File: src/rtl/serpent_stream_ctrl.sv
// rtl/serpent_stream_ctrl.sv - block sequencer for the external Serpent cipher cores
//
// Purpose:
//   Accepts DATA_W blocks on a start-pulse/ready handshake, registers each block
//   into the fixed-latency encrypt/decrypt datapath, captures the result after
//   the latency of the selected direction and presents it with a one-cycle
//   valid pulse. After reset or i_key_load no block is accepted until the key
//   schedule has had KEY_LAT cycles to settle. A key change aborts any block
//   in flight.
//   Optional CBC chaining is compiled in when the macro SERPENT_CBC_EN is
//   defined; otherwise the block runs in plain ECB mode.
//
// Ports:
//   i_clk, i_resetn   clock, asynchronous active-low reset
//   i_dir             1 = encrypt, 0 = decrypt (sampled on accept)
//   i_key_load        key changed: restart settle, abort block in flight
//   i_new_block       start pulse, accepted only while o_ready=1
//   i_data            input block
//   i_iv_load, i_iv   chaining register load (CBC build only)
//   o_core_data       registered block feeding both cipher cores
//   i_enc_data        encryption core result
//   i_dec_data        decryption core result
//   o_ready           idle and accepting a block
//   o_valid           one-cycle pulse: o_output holds a new result
//   o_output          registered result, held until the next capture
//   o_overrun         one-cycle pulse: i_new_block was dropped
module serpent_stream_ctrl #(
  parameter int DATA_W  = 128,
  parameter int ENC_LAT = 32,
  parameter int DEC_LAT = 64,
  parameter int KEY_LAT = 33,
  parameter int CNT_W   = 7
) (
  input  logic              i_clk,
  input  logic              i_resetn,
  input  logic              i_dir,
  input  logic              i_key_load,
  input  logic              i_new_block,
  input  logic [DATA_W-1:0] i_data,
  input  logic              i_iv_load,
  input  logic [DATA_W-1:0] i_iv,
  output logic [DATA_W-1:0] o_core_data,
  input  logic [DATA_W-1:0] i_enc_data,
  input  logic [DATA_W-1:0] i_dec_data,
  output logic              o_ready,
  output logic              o_valid,
  output logic [DATA_W-1:0] o_output,
  output logic              o_overrun
);

  typedef enum logic [1:0] {
    S_KEY_WAIT = 2'd0,
    S_IDLE     = 2'd1,
    S_BUSY     = 2'd2
  } state_e;

  localparam logic [CNT_W-1:0] ENC_LAT_C = CNT_W'(ENC_LAT);
  localparam logic [CNT_W-1:0] DEC_LAT_C = CNT_W'(DEC_LAT);
  localparam logic [CNT_W-1:0] KEY_LAT_C = CNT_W'(KEY_LAT);
  localparam logic [CNT_W-1:0] CNT_ONE   = CNT_W'(1);

  state_e            state_q, state_d;
  logic [CNT_W-1:0]  cnt_q, cnt_d;
  logic              dir_q, dir_d;
  logic              ready_q, ready_d;
  logic              valid_q, valid_d;
  logic              overrun_q, overrun_d;
  logic [DATA_W-1:0] core_q, core_d;
  logic [DATA_W-1:0] out_q, out_d;
  logic [CNT_W-1:0]  lat_sel;

`ifdef SERPENT_CBC_EN
  logic [DATA_W-1:0] chain_q, chain_d;
  logic [DATA_W-1:0] ct_q, ct_d;
  logic [DATA_W-1:0] chain_eff;
  logic              iv_take;

  // An IV loaded in the same cycle as an accepted block must already apply to it.
  assign iv_take   = (state_q == S_IDLE) && i_iv_load;
  assign chain_eff = iv_take ? i_iv : chain_q;
`else
  logic unused_iv;
  assign unused_iv = ^{i_iv_load, i_iv};
`endif

  // Only the direction latched at accept decides latency and result source.
  assign lat_sel = dir_q ? ENC_LAT_C : DEC_LAT_C;

  always_comb begin
    state_d   = state_q;
    cnt_d     = cnt_q;
    dir_d     = dir_q;
    ready_d   = ready_q;
    valid_d   = 1'b0;
    core_d    = core_q;
    out_d     = out_q;
    // A start pulse is dropped when not idle, or when a key load wins the same cycle.
    overrun_d = i_new_block && ((state_q != S_IDLE) || i_key_load);
`ifdef SERPENT_CBC_EN
    chain_d   = iv_take ? i_iv : chain_q;
    ct_d      = ct_q;
`endif

    if (i_key_load) begin
      state_d = S_KEY_WAIT;
      cnt_d   = CNT_ONE;
      ready_d = 1'b0;
    end else begin
      unique case (state_q)
        S_KEY_WAIT: begin
          if (cnt_q == KEY_LAT_C) begin
            state_d = S_IDLE;
            cnt_d   = '0;
            ready_d = 1'b1;
          end else begin
            cnt_d = cnt_q + 1'b1;
          end
        end
        S_IDLE: begin
          if (i_new_block) begin
            state_d = S_BUSY;
            cnt_d   = CNT_ONE;
            ready_d = 1'b0;
            dir_d   = i_dir;
`ifdef SERPENT_CBC_EN
            if (i_dir) begin
              core_d = i_data ^ chain_eff;
            end else begin
              core_d = i_data;
              ct_d   = i_data;
            end
`else
            core_d  = i_data;
`endif
          end
        end
        S_BUSY: begin
          if (cnt_q == lat_sel) begin
            state_d = S_IDLE;
            cnt_d   = '0;
            ready_d = 1'b1;
            valid_d = 1'b1;
`ifdef SERPENT_CBC_EN
            if (dir_q) begin
              out_d   = i_enc_data;
              chain_d = i_enc_data;
            end else begin
              out_d   = i_dec_data ^ chain_q;
              chain_d = ct_q;
            end
`else
            out_d   = dir_q ? i_enc_data : i_dec_data;
`endif
          end else begin
            cnt_d = cnt_q + 1'b1;
          end
        end
        default: begin
          state_d = S_KEY_WAIT;
          cnt_d   = '0;
          ready_d = 1'b0;
        end
      endcase
    end
  end

  always_ff @(posedge i_clk or negedge i_resetn) begin
    if (!i_resetn) begin
      state_q   <= S_KEY_WAIT;
      cnt_q     <= '0;
      dir_q     <= 1'b0;
      ready_q   <= 1'b0;
      valid_q   <= 1'b0;
      overrun_q <= 1'b0;
      core_q    <= '0;
      out_q     <= '0;
    end else begin
      state_q   <= state_d;
      cnt_q     <= cnt_d;
      dir_q     <= dir_d;
      ready_q   <= ready_d;
      valid_q   <= valid_d;
      overrun_q <= overrun_d;
      core_q    <= core_d;
      out_q     <= out_d;
    end
  end

`ifdef SERPENT_CBC_EN
  always_ff @(posedge i_clk or negedge i_resetn) begin
    if (!i_resetn) begin
      chain_q <= '0;
      ct_q    <= '0;
    end else begin
      chain_q <= chain_d;
      ct_q    <= ct_d;
    end
  end
`endif

  assign o_core_data = core_q;
  assign o_ready     = ready_q;
  assign o_valid     = valid_q;
  assign o_output    = out_q;
  assign o_overrun   = overrun_q;

endmodule

File: config.mk
export PLATFORM = sky130hd
export DESIGN_NAME = serpent_stream_ctrl
export DESIGN_NICKNAME = d
export VERILOG_FILES = /design/src/rtl/serpent_stream_ctrl.sv
export SDC_FILE = /design/constraint.sdc
export NUM_CORES = 1
export LEC_CHECK = 0
export ABC_AREA = 1
export CAP_MARGIN = 15
export CORE_AREA = 4 4 300 302
export DETAILED_ROUTE_END_ITERATION = 8
export DIE_AREA = 0 0 304 306
export DONT_BUFFER_PORTS = 1
export HOLD_SLACK_MARGIN = 0.03
export PLACE_DENSITY = 0.3
export SLEW_MARGIN = 0
export SYNTH_ARGS = -nofsm -noshare
export SYNTH_HDL_FRONTEND = slang
export SYNTH_SLANG_ARGS = --single-unit
File: constraint.sdc
create_clock -name i_clk -period 4.1 [get_ports i_clk]
set_input_delay 1.025 -clock i_clk [delete_from_list [all_inputs] [get_ports i_clk]]
set_output_delay 1.025 -clock i_clk [all_outputs]
set_load 0.005 [all_outputs]
; ---- Word-level counts from Yosys, hierarchy flattened
; Index checks and enable logic that the tools add are counted.
; Widths: inputs -> output; s select.
[classes]
add_sub_neg = 1
n_eq_ne = 8
muxes = 20
bitwise = 1
n_reduce_logical = 6
[ops]
columns = cell, n
row1 = $mux 128, 1
row2 = $mux 7, 5
row3 = $pmux 7 s3, 1
row4 = $ne 3x3->1 const B, 3
row5 = $reduce_and 3->1, 3
row6 = $mux 2, 4
row7 = $add 7x1->7 const B, 1
row8 = $eq 7x6->1 const B, 1
row9 = $eq 7x7->1, 1
row10 = $mux 1, 7
row11 = $pmux 2 s3, 1
row12 = $pmux 1 s3, 1
row13 = $eq 2x1->1 const B, 1
row14 = $eq 2x2->1 const B, 1
row15 = $logic_not 2->1, 1
row16 = $ne 2x1->1 const B, 1
row17 = $logic_and 1x1->1, 1
row18 = $logic_or 1x1->1, 1
row19 = $not 1->1, 1
[totals]
ff_bits = 269
inputBits = 518
out_inout_bits = 259

; ---- Depth between registers and ports, before layout
; Gate-level depths: netlist (run 1).
[logic_depth]
depth_word = 5
mapped_depth = 9
ltp_nobuf = 9

; ---- Worst setup path before layout (run 1)
; OpenSTA, ideal clock, no wires.
[synth_path]
kind = in2reg
start = input port i_key_load
end = register core_q[0], in the netlist o_core_data[0]
setup_ns = 0.127
t_arrival_ns = 1.869
t_required_ns = 3.973
path_slack_ns = 2.104
stages = 5
n_path_buf = 2
path_cell_list = inv_1 > nand3_1 > buf_6 > buf_6 > mux2_1
[synth_between]
elab_chain_cells = 2
[synth_lines]
columns = item, line
row1 = from (decl), 37  ; input logic i_key_load,
row2 = $not 1->1 (no source line), n/a
row3 = $reduce_and 3->1 (no source line), n/a
row4 = to (signal assigned), 184  ; core_q <= core_d;
row5 = to (decl), 68  ; logic [DATA_W-1:0] core_q, core_d;
; Every way passes these cells.
; A chain may end at the register's enable or synchronous reset.

; ---- Final worst setup path (run 1)
[layout_path]
start = register state_q[0]
end = register core_q[69], in the netlist o_core_data[69]
[layout_between]
elab_chain_cells = 2
[layout_lines]
columns = item, line
row1 = from (decl), 62  ; state_e state_q, state_d;
row2 = from (signal assigned), 178  ; state_q <= state_d;
row3 = $eq 2x1->1, 109  ; unique case (state_q)
row4 = $reduce_and 3->1 (no source line), n/a
; Every way passes these cells.

==> metrics.txt, run 1 <==
share of cells above drive strength 1=10.3%; CTS tree=done; Core Region=87700 µm²; reg-to-reg setup timing slack=1.71 ns; path type of the worst setup path=flop to flop; post-synthesis register bit count=~270; Pleak=5.87 nW; Synth cell types=23; total grt overflow=0; met1 wire length=14900 µm; chip height=between 300 and 400 µm; main combinational cell family by area after synthesis=multiplexers; mux cell area share after synthesis=24.1%; Max H-tree Level=2; Horiz. Die Dim=304 µm; DRC viols=0; number of global-route vias before repair=7225; setup tns final=0 ns; reg2reg end=o_core_data[69]; CTS Buffer Depth=3; register area share after synthesis=between 50% and 60%; highest metal used=met4; # Post-CTS Setup Buffers=0; wire length on met2=roughly 19000 µm; pwr/cell area=620 nW/µm²; area of the mapped netlist=11300 µm²; clk sinks=268; drt total wl=approximately 39000 µm; Avg Inst Size Synth=12.3 µm²; share of the synthesized area in the top cell type=about three fifths; Hold Path Class=input port to asynchronous set/reset pin; starting density of the core=12.9%; relative slew slack=between 20% and 30%; max_cap viols=0; worst r2r src=state_q[0]; Yosys top cell by area=dfrtp_1; Via density=3.25; crit path DAT=2.80 ns; Skew-Pair Late Insertion Delay=about 0.54 ns; vias=roughly 6800; simple-gate area share of the yosys netlist=6.31%; synth top area cells=dfrtp_1 59%, mux2i_1 11%, mux2_1 9.8%; Compound-Gate Fraction of Synth Area=5.83%; setup-violating endpoint count in the final report=0; VDD IR-drop max=0.321 mV; hpwl dp=29600 µm; initial antenna violation count=7; Post-Synth XOR/XNOR Area=0.232%; fin nets=1426; Inserted Clock Buffers=35; Worst-path clk slew=0.06 ns; area grow syn2layout=20.4%; period utilization=58.3%; number of synthesized flops with an enable pin=0; Synth Area in Adders=0.331%; worst-path fanout max=43; max frequency=418 MHz; Final ANT Viol Nets=0; pin slew with the least headroom to its limit=1.06 ns; Max Clock Skew=approximately 0.013 ns; initial drt markers=289; final instance area=about 14000 µm²; CTS root buf=clkbuf_16; port bufs=0; outcome=finished clean; I/O pin count=777; Net Count, Synth=~1400; Die ar.=93000 µm²; r2r worst-path depth=5; Syn Inst Count=921; Async S/R FF share, synth=100%; gr usage total=7.94%; Main synth FF type=dfrtp_1; num rows=109; unrepaired setup endpoints after global routing=no; met3 routed WL=about 3600 µm; most common library cells after synthesis=268 x dfrtp_1, 154 x nand2_1, 128 x mux2i_1; Placed Area=12500 µm²; fillcell total=9767; CP Capture Type=flop; CTS resizes=0; Ys Warns=0; wire length per cell=18.6 µm; CTS Hold Buffers Added=0; first-pass GRT wire length=54500 µm; Period minus WS final=2.39 ns; Final Hold Violating Endpoints=0; Critical Path Start Type=flop; routability cong.=0.707; DR pass1 iterations=4; WP data required=4.51 ns; fin. max-slew vios=0; most common cell in the synthesized netlist=dfrtp_1; largest net degree at the start of global routing=about 270
cell type report:
| class | count | area, µm² | area share (%) |
|---|---|---|---|
| Antenna cell | 2 | 5.00 | 0.0367 |
| Clock buffer | 49 | 978 | 7.17 |
| Clock inverter | 14 | 164 | 1.20 |
| Inverter | 18 | 67.6 | 0.495 |
| Multi-Input combinational cell | 577 | 4200 | 30.7 |
| Sequential cell | 268 | 6710 | 49.1 |
| Tap cell | 1165 | 1460 | 10.7 |
| Timing Repair Buffer | 5 | 75.1 | 0.550 |
worst max-delay path by stage:
stage          slack [ns]  startpoint  cells after the start               to
6_report             1.71  state_q[0]                      5  o_core_data[69]
5_1_grt              1.51  state_q[0]                      5  o_core_data[69]
4_1_cts              1.59  state_q[0]                      5  o_core_data[69]
3_5_place_dp         1.21  i_key_load                      4   o_core_data[0]
3_3_place_gp         1.25  i_key_load                      4  o_core_data[69]
2_1_floorplan        2.10  i_key_load                      5   o_core_data[0]
cells in the final DEF, fill, tap and decap left out, types with 4 or more instances in the layout:
cell,n
clkbuf_1,9
clkbuf_16,35
clkbuf_8,5
clkinv_2,6
dfrtp_1,267
inv_1,16
inv_6,4
mux2_1,99
mux2_2,30
mux2i_1,128
nand2_1,154
nand3_1,7
nor2_1,13
o21ai_0,11
o21ai_1,120
worst max-delay path: stages, from the launching register on:
cell and delay (ns):
dfrtp_1 0.56, inv_2 0.08, nor2_2 0.20, nand3_4 0.53
buf_4 0.50, mux2_1 0.37
layer usage:
layer | vias to the layer above | global-route usage, %
li1 | 3144 | -
met1 | 3272 | 9.19
met2 | 338 | 13.4
met3 | 64 | 2.98
met4 | 0 | 2.98
met5 | - | 0
flip-flops by register name (all words and copies together) (netlist names):
name         count
cnt_q            7
dir_q            1
o_core_data    128
o_output       128
o_overrun        1
o_valid          1
state_q          2
report_power, final:
| part | total (W) | internal (W) | switching (W) |
|---|---|---|---|
| registers | 0.00396 | 0.00327 | 0.000693 |
| logic | 0.00141 | 0.000756 | 0.000655 |
| clock network | 0.00310 | 0.00186 | 0.00123 |
| total | 0.00847 | 0.00589 | 0.00258 |
kinds of logic (layout without fill, tap and decap cells):
logic type	count (synthesis)	count (layout)
compound gates	132	132
mux	257	257
flops	268	268
other cells	0	2
xor+xnor	3	3
simple gates	182	182
buf+inv	76	86
fa+ha+maj	3	3
through the flow:
step	utilization (%)	power [W]	instances	hold slack (ns)	setup WS (ns)
6_report	15.6	0.00847	2098	0.190	1.71
5_1_grt	15.6	0.00900	2096	0.125	1.51
4_1_cts	15.6	0.00875	2096	0.118	1.59
3_5_place_dp	14.3	0.00551	2033	0.512	1.21
3_3_place_gp	14.3	0.00547	2033	0.510	1.25
2_1_floorplan	-	0.00487	921	0.476	2.10
No activity file was read; power rests on OpenSTA's default activity.
==> run 2: changes to the inputs <==
==> constraint.sdc (replaced) <==
create_clock -name i_clk -period 2.4 [get_ports i_clk]
set_input_delay 0.6 -clock i_clk [delete_from_list [all_inputs] [get_ports i_clk]]
set_output_delay 0.6 -clock i_clk [all_outputs]
set_load 0.005 [all_outputs]
==> run 2 against run 1 <==
Compared with the run above:
- the flow now finishes with violations (hold timing)
- sequential share of layout area decreased by 0.48 points
- first-iteration DRC count up 12%
- cell count increased by 0.57%
- worst hold slack lost 0.42 ns
- clock skew is 0.0034 ns higher
- utilization is 0.15 points higher
- via count rose by 2.0%
- cell area grew 0.98%
- register-to-register slack got worse by 1.3 ns
- critical path depth down 1
==> metrics.txt, run 2 (synthesis gave the netlist of run 1 again) <==
routability cong.=0.697 (-1.5%); Skew-Pair Late Insertion Delay=0.54 ns (about the same); # Post-CTS Setup Buffers=0 (unchanged); total grt overflow=0 (unchanged); Hold Path Class=input port to asynchronous set/reset pin; DR pass1 iterations=4 (unchanged); initial drt markers=325 (+12%); Sw Ratio=30.5% (about the same); Clock power frac=36.0% (-0.6 points); most common cell after layout, fill and taps aside=dfrtp_1; Cell Int Power=0.0101 W (+71%); I/O pin count=777 (unchanged); failing checks=hold timing; CP Capture Type=flop; Inserted Clock Buffers=35 (unchanged); Max H-tree Level=2 (unchanged); num rows=109 (unchanged); Final ANT Viol Nets=0 (unchanged); CTS root buf=clkbuf_16; Critical Path Start Type=flop; CTS tree=done; met3 Usage GRT=3.14% (+0.17 points); CTS Buffer Depth=3 (unchanged); hpwl dp=30600 µm (+3.3%); unrepaired setup endpoints after global routing=no; path type of the worst setup path=flop to flop; number of global-route vias before repair=7336 (+1.5%); Comb power frac=17.5% (+0.8 points); starting density of the core=12.9% (unchanged); Max Clock Skew=0.0159 ns (+0.00343 ns); Worst path max stage delay=0.53 ns (-0.03 ns); Via density=3.30 (+1.4%); Pleak=5.94 nW (+1.2%); met1 Resource Use GR=9.31% (+0.11 points); vias=6954 (+2.0%); gr usage total=8.06% (+0.13 points); Min Hold Slack=-0.229 ns (-0.420 ns); DRC viols=0 (unchanged); pwr/cell area=1050 nW/µm² (+69%); largest net degree at the start of global routing=269 (unchanged); M2 GR Usage=13.7% (+0.36 points); Sequential Power Share=46.5% (-0.3 points); worst-path fanout max=103 (+140%); share of cells above drive strength 1=11.3% (+1.0 points); relative slew slack=38.7% (+9.5 points); Core Region=87700 µm² (unchanged); fillcell total=9768 (+0.010%); Period minus WS final=2.01 ns (-0.377 ns); CTS resizes=0 (unchanged); Die ar.=93000 µm² (unchanged); pre-CTS setup slack=0.315 ns (-0.893 ns); clk sinks=268 (unchanged); Slowest-stage cell, CP=dfrtp_4; Switch Pwr=0.00441 W (+71%); drt total wl=39800 µm (+1.9%); placed insts=2046 (+0.64%); max_cap viols=0 (unchanged); Crit path max-delay family=buffers and inverters; initial antenna violation count=5 (-2); Final Hold Violating Endpoints=268 (+268); chip height=306 µm (unchanged); worst-path cell chain=buf_12 > buf_4 > mux2i_1 > o21ai_1; max frequency=497 MHz (+19%); crit path buf inv count=2 (unchanged); port bufs=0 (unchanged); footprint of the multi-input gates=4200 µm² (unchanged); setup-violating endpoint count in the final report=0 (unchanged); area grow syn2layout=21.6%; non-filler instance count after layout=2110 (+0.57%); VDD IR-drop max=0.519 mV (+62%); Horiz. Die Dim=304 µm (unchanged); Worst Setup Slack, final=0.387 ns (-1.32 ns); outcome=complete, but fails checks; Register Area=6710 µm² (unchanged); setup tns final=0 ns (unchanged); first-pass GRT wire length=55500 µm (+1.8%); Worst-path clk slew=0.05 ns (about the same); fin. max-slew vios=0 (unchanged); period utilization=83.9% (+26 points); fin nets=1439 (+0.91%); most frequent cells in the layout=267 x dfrtp_1, 154 x nand2_1, 128 x mux2i_1; Util after Layout=15.7% (+0.15 points); WP data required=2.80 ns (-1.71 ns); pin slew with the least headroom to its limit=0.919 ns (-0.143 ns); wire length per cell=18.9 µm (+1.3%); GRT busiest layer=met2; crit path DAT=2.41 ns (-0.39 ns)
[run 2: changes by cell type in the layout (fill, tap and decap cells not counted), sizes merged]
cell | previous run | this run
clkbuf | 49 | 56
bufinv | 3 | 1
clkinvlp | 0 | 1
clkinv | 7 | 4
diode | 2 | 1
inv | 22 | 19
buf | 5 | 18
[run 2: per-layer routing]
metal | up-vias | wire length [µm] | part of all wire, %
met5 | - | 0 | 0
met4 | 0 | 954 | 2.4
li1 | 3175 | - | -
met2 | 323 | 19700 | 50
met3 | 53 | 3660 | 9.2
met1 | 3403 | 15400 | 39
[run 2: final timing paths]
path / from / end / slack (ns) / cells after the start
setup / recovery: dir_q / o_output[74] / 0.39 / 4
hold / removal: i_resetn / o_output[75] / -0.23 / 0
setup reg to reg: dir_q / o_output[74] / 0.39 / 4
hold reg to reg: o_core_data[86] / o_core_data[86] / 0.52 / 1
max in group asynchronous: i_resetn / dir_q / 1.92 / 0
min in group i_clk: i_data[32] / o_core_data[32] / 0.19 / 1
[run 2: layout make-up]
cell class / count / area share [%]
Antenna cell: 1 / 0.0182
Inverter: 18 / 0.490
Multi-Input combinational cell: 577 / 30.4
Clock inverter: 7 / 0.563
Sequential cell: 268 / 48.7
Tap cell: 1165 / 10.6
Timing Repair Buffer: 18 / 1.52
Clock buffer: 56 / 7.73
[run 2: power by group through the flow]
stage | Sequential [W] | Combinational (W) | Clock, W
6_report | 0.00673 | 0.00254 | 0.00522
3_3_place_gp | 0.00689 | 0.00254 | 0
4_1_cts | 0.00679 | 0.00262 | 0.00554
2_1_floorplan | 0.00623 | 0.00209 | 0
3_5_place_dp | 0.00687 | 0.00261 | 0
5_1_grt | 0.00686 | 0.00279 | 0.00571
[run 2: metrics by stage]
stage                     total power (W)  cell area, µm²
after detailed placement          0.00948           12600
final                              0.0145           13800
after global routing               0.0154           13800
after CTS                          0.0149           13800
after global placement            0.00943           12600
after floorplan                   0.00832           11300
[run 2: worst register-to-register path, stage by stage (launching register included)]
cell and delay, ns:
dfrtp_4 0.53, buf_12 0.39, buf_4 0.64, mux2i_1 0.23
o21ai_1 0.09
